### config.mk
export PLATFORM = sky130hd
export DESIGN_NAME = demux_16_12_stream
export DESIGN_NICKNAME = d
export VERILOG_FILES = /design/src/rtl/demux_16_12_stream_pkg.sv /design/src/rtl/demux_port_slot.sv /design/src/rtl/demux_16_12_stream.sv
export SDC_FILE = /design/constraint.sdc
export NUM_CORES = 1
export LEC_CHECK = 0
export ABC_AREA = 1
export CAP_MARGIN = 40
export CORE_MARGIN = 3
export CORE_UTILIZATION = 50
export CTS_BUF_LIST = sky130_fd_sc_hd__clkbuf_8
export DETAILED_ROUTE_END_ITERATION = 7
export PLACE_DENSITY = 0.95
export SLEW_MARGIN = 25
export SYNTH_ARGS = -nofsm -noshare
export SYNTH_HDL_FRONTEND = slang
export SYNTH_SLANG_ARGS = --single-unit
### constraint.sdc
create_clock -name clk -period 2.55 [get_ports clk]
set_input_delay 0.51 -clock clk [delete_from_list [all_inputs] [get_ports clk]]
set_output_delay 0.51 -clock clk [all_outputs]
set_load 0.05 [all_outputs]
### src/rtl/demux_16_12_stream_pkg.sv
// Shared definitions for the 1-to-2 streaming demux.
// Default widths and the per-port slot state encoding.
package demux_16_12_stream_pkg;

  localparam int WIDTH = 16;
  localparam int CNT_W = 8;

  typedef enum logic {
    EMPTY = 1'b0,
    FULL  = 1'b1
  } slot_state_e;

endpackage

### src/rtl/demux_port_slot.sv
// One-entry output slot with a completed-transfer counter.
// A load may coincide with a drain; the new word replaces the old.
module demux_port_slot #(
  parameter int WIDTH = demux_16_12_stream_pkg::WIDTH,
  parameter int CNT_W = demux_16_12_stream_pkg::CNT_W
) (
  input  logic             clk,
  input  logic             rst,
  input  logic             load,
  input  logic [WIDTH-1:0] in_data,
  input  logic             out_ready,
  input  logic             cnt_clr,
  output logic [WIDTH-1:0] out_data,
  output logic             out_valid,
  output logic [CNT_W-1:0] cnt
);
  import demux_16_12_stream_pkg::*;

  slot_state_e      state_q, state_d;
  logic [WIDTH-1:0] data_q, data_d;
  logic [CNT_W-1:0] cnt_q, cnt_d;
  logic             xfer_out;

  assign out_valid = (state_q == FULL);
  assign out_data  = data_q;
  assign cnt       = cnt_q;
  assign xfer_out  = out_valid & out_ready;

  // Next slot state and held word
  always_comb begin
    state_d = state_q;
    data_d  = data_q;
    if (load) begin
      state_d = FULL;
      data_d  = in_data;
    end else if (xfer_out) begin
      state_d = EMPTY;
    end
  end

  // Next transfer count; a clear drops the same-cycle transfer
  always_comb begin
    cnt_d = cnt_q;
    if (cnt_clr) begin
      cnt_d = '0;
    end else if (xfer_out) begin
      cnt_d = cnt_q + 1'b1;
    end
  end

  // State registers with synchronous reset
  always_ff @(posedge clk) begin
    if (rst) begin
      state_q <= EMPTY;
      data_q  <= '0;
      cnt_q   <= '0;
    end else begin
      state_q <= state_d;
      data_q  <= data_d;
      cnt_q   <= cnt_d;
    end
  end

endmodule

### src/rtl/demux_16_12_stream.sv
// Routes one valid/ready input stream to one of two output slots.
// Only the selected slot gates in_ready.
module demux_16_12_stream #(
  parameter int WIDTH = demux_16_12_stream_pkg::WIDTH,
  parameter int CNT_W = demux_16_12_stream_pkg::CNT_W
) (
  input  logic             clk,
  input  logic             rst,
  input  logic [WIDTH-1:0] in_data,
  input  logic             in_sel,
  input  logic             in_valid,
  output logic             in_ready,
  output logic [WIDTH-1:0] out0_data,
  output logic             out0_valid,
  input  logic             out0_ready,
  output logic [WIDTH-1:0] out1_data,
  output logic             out1_valid,
  input  logic             out1_ready,
  input  logic             cnt_clr,
  output logic [CNT_W-1:0] cnt0,
  output logic [CNT_W-1:0] cnt1,
  output logic             busy
);
  import demux_16_12_stream_pkg::*;

  logic rdy0, rdy1;
  logic load0, load1;

  // Accept decode and per-port load enables
  always_comb begin
    rdy0     = ~out0_valid | out0_ready;
    rdy1     = ~out1_valid | out1_ready;
    in_ready = in_sel ? rdy1 : rdy0;
    load0    = in_valid & in_ready & ~in_sel;
    load1    = in_valid & in_ready & in_sel;
  end

  assign busy = out0_valid | out1_valid;

  demux_port_slot #(
    .WIDTH(WIDTH),
    .CNT_W(CNT_W)
  ) u_slot0 (
    .clk      (clk),
    .rst      (rst),
    .load     (load0),
    .in_data  (in_data),
    .out_ready(out0_ready),
    .cnt_clr  (cnt_clr),
    .out_data (out0_data),
    .out_valid(out0_valid),
    .cnt      (cnt0)
  );

  demux_port_slot #(
    .WIDTH(WIDTH),
    .CNT_W(CNT_W)
  ) u_slot1 (
    .clk      (clk),
    .rst      (rst),
    .load     (load1),
    .in_data  (in_data),
    .out_ready(out1_ready),
    .cnt_clr  (cnt_clr),
    .out_data (out1_data),
    .out_valid(out1_valid),
    .cnt      (cnt1)
  );

endmodule

==> flow_summary.json <==
{
  "avgViaCountPerCell": 5.556,
  "crit_buf_inv": 1,
  "hold_viol": 0,
  "tns_ns": 0,
  "grt_max_degree": 34,
  "port_buffers": 74,
  "powerDensity_nw_per_um2": 530.2,
  "post-place-ws_ns": 0.3764,
  "power_mw": 1.550,
  "drc": 0,
  "avgSynthCellArea_um2": 7.696,
  "crit_arrival_ns": 1.77,
  "critical-path-top-delay-family": "buffers and inverters",
  "ys_ff_latch": 50,
  "wl_um": 5783,
  "fp.dieArea_um2": 4999,
  "grt_pass1_vias": 2024,
  "cts_buffers": 5,
  "synth_edf_count": 0,
  "vias": 2167,
  "synth_ff_type": "dfxtp_1",
  "nets": 367,
  "clk_latency_ns": 0.30,
  "path_max_fanout": 8,
  "ir_worst_vdd_mv": 0.3492,
  "slew_violations": 0,
  "drive_gt1_frac": 0.05556,
  "yosys.area.top_type": "dfxtp_1",
  "syn2layout_area_growth_pct": 39.69,
  "setup_viol": 0,
  "fmaxAchievable_mhz": 438.0,
  "grt_pass1_wl_um": 9328,
  "finalClockSkew_ns": 0.006021,
  "layout_setup_ws_ns": 0.2671,
  "postCtsResizedCells": 0,
  "slowest_stage": "clkdlybuf4s50_1",
  "track_usage": 0.2283,
  "synth_common_cells": "62 x nand2_1, 50 x dfxtp_1, 44 x a21oi_1",
  "cts_htree_levels": 2,
  "die_h_um": 70.71,
  "synth_area_um2": 2093,
  "required_ns": 2.04,
  "slowest_delay_ns": 0.79,
  "drtPass1Iterations": 5,
  "path_depth": 2,
  "clkSlewWorstSetupHoldPaths_ns": 0.08,
  "fin_crit_sh": 0.8952,
  "netlist.area_leader.share": 0.4782,
  "io_pins": 75,
  "cts_root_buffer": "clkbuf_8",
  "path_cells": "or2_2 > clkdlybuf4s50_1",
  "rsz0062_at_grt": "no",
  "hold_class": "reg -> reg",
  "status": "finished, final reports clean",
  "place_congestion": 0.8414,
  "cts_buffer_depth": 2,
  "die_w_um": 70.71,
  "ant_nets": 0,
  "postCtsSetupBuffers": 0,
  "grt_antenna_before_repair": 0,
  "grt-ovfl-total": 0,
  "clock_sinks": 50,
  "path_class": "reg -> out",
  "power.leakage_nw": 1.076,
  "synth_fp_nets": 297,
  "maxCapViolCount": 0,
  "wl_per_cell_um": 14.83,
  "start_util": 0.5432,
  "synth_area_leaders": "dfxtp_1 48%, nand2_1 11%, a21oi_1 11%",
  "start_kind": "flop",
  "hold-path-cell-count": 2,
  "tightest_slew_ns": 0.5710,
  "synthArstFlopShare": 0,
  "timing.final.crit_period_ns": 2.283,
  "num_rows": 22,
  "tritoncts": "yes",
  "seq_area_frac_synth": 0.4782,
  "post-dp-hpwl_um": 4088,
  "ys_types": 20,
  "diodes": 0,
  "synth-warning-count": 0,
  "worstRegToRegCells": 5,
  "relSlewSlack": 0.6189,
  "ctsHoldBuffers": 0,
  "drt-initial-drc-count": 268,
  "yosysMostFrequentCell": "nand2_1",
  "syn-instance-count": 272,
  "core_area_um2": 3854,
  "cp-end-kind": "primary output"
}
-- through the flow --
stage / instances / area (um2) / hold WS, ns / util
2_1_floorplan: 272 / 2093 / 0.6700 / -
3_3_place_gp: 383 / 2848 / 0.4479 / 0.7390
3_5_place_dp: 383 / 2848 / 0.4539 / 0.7390
4_1_cts: 390 / 2924 / 0.4654 / 0.7588
5_1_grt: 390 / 2924 / 0.4834 / 0.7588
6_report: 390 / 2924 / 0.4650 / 0.7588
-- layer usage --
| layer | up-vias | wire length, um | GRT usage |
|---|---|---|---|
| met5 | - | 0 | 0 |
| met4 | 0 | 119 | 0.09603 |
| met3 | 9 | 338 | 0.04688 |
| met2 | 87 | 2912 | 0.3749 |
| met1 | 1013 | 2414 | 0.2909 |
| li1 | 1058 | - | - |
-- state kept, by name, summed over array words and instances (netlist names) --
signal and cells:
u_slot0.cnt 8, u_slot0.out_data 16, u_slot0.out_valid 1, u_slot1.cnt 8, u_slot1.out_data 16, u_slot1.out_valid 1
-- worst reg2reg max path, stage by stage (launching register included) --
cell,delay (ns)
dfxtp_1,0.51
nand3_1,0.18
nor2_1,0.31
nand3_1,0.11
nand2_1,0.08
nor2_1,0.04
-- path summary, 6_finish.rpt --
path | startpoint | end | slack, ns
hold reg to reg | u_slot0.out_data[4] | u_slot0.out_data[4] | 0.46
setup / recovery | u_slot1.out_valid | busy | 0.27
hold / removal | u_slot0.out_data[4] | u_slot0.out_data[4] | 0.46
setup reg to reg | u_slot0.out_valid | u_slot0.cnt[7] | 1.23
-- cell usage in the layout (no fill, tap or decap), drive strengths merged --
master	Yosys	layout
nand2	64	64
clkdlybuf4s50	0	73
nand3	14	14
nand4	32	32
dfxtp	50	50
ha	2	2
inv	18	20
a21oi	44	44
or2	1	1
buf	14	6
nor2	26	26
o21ai	4	4
clkbuf	2	5
a31oi	1	1
-- final cells by class --
cell class | instances | area, um2
fillers | 285 | 929.6
flip-flops and latches | 50 | 1001
clock buffers | 5 | 68.82
inverters | 18 | 67.56
multi-input cells | 188 | 930.9
repair buffers | 79 | 788.3
well taps | 48 | 60.06
clock inverters | 2 | 7.507
-- cells by family after synthesis --
logic type	count (synthesis)	synth area share
simple gates	137	0.3150
flops	50	0.4782
fa+ha+maj	2	0.01195
compound gates	49	0.1178
buf+inv	34	0.07710
-- where the power goes --
part | switching, mW | leakage (nW) | internal (mW)
combinational | 0.194 | 0.623 | 0.110
clock | 0.240 | 0.0466 | 0.181
sequential | 0.0186 | 0.407 | 0.807
No activity file was read; power rests on OpenSTA's default activity.
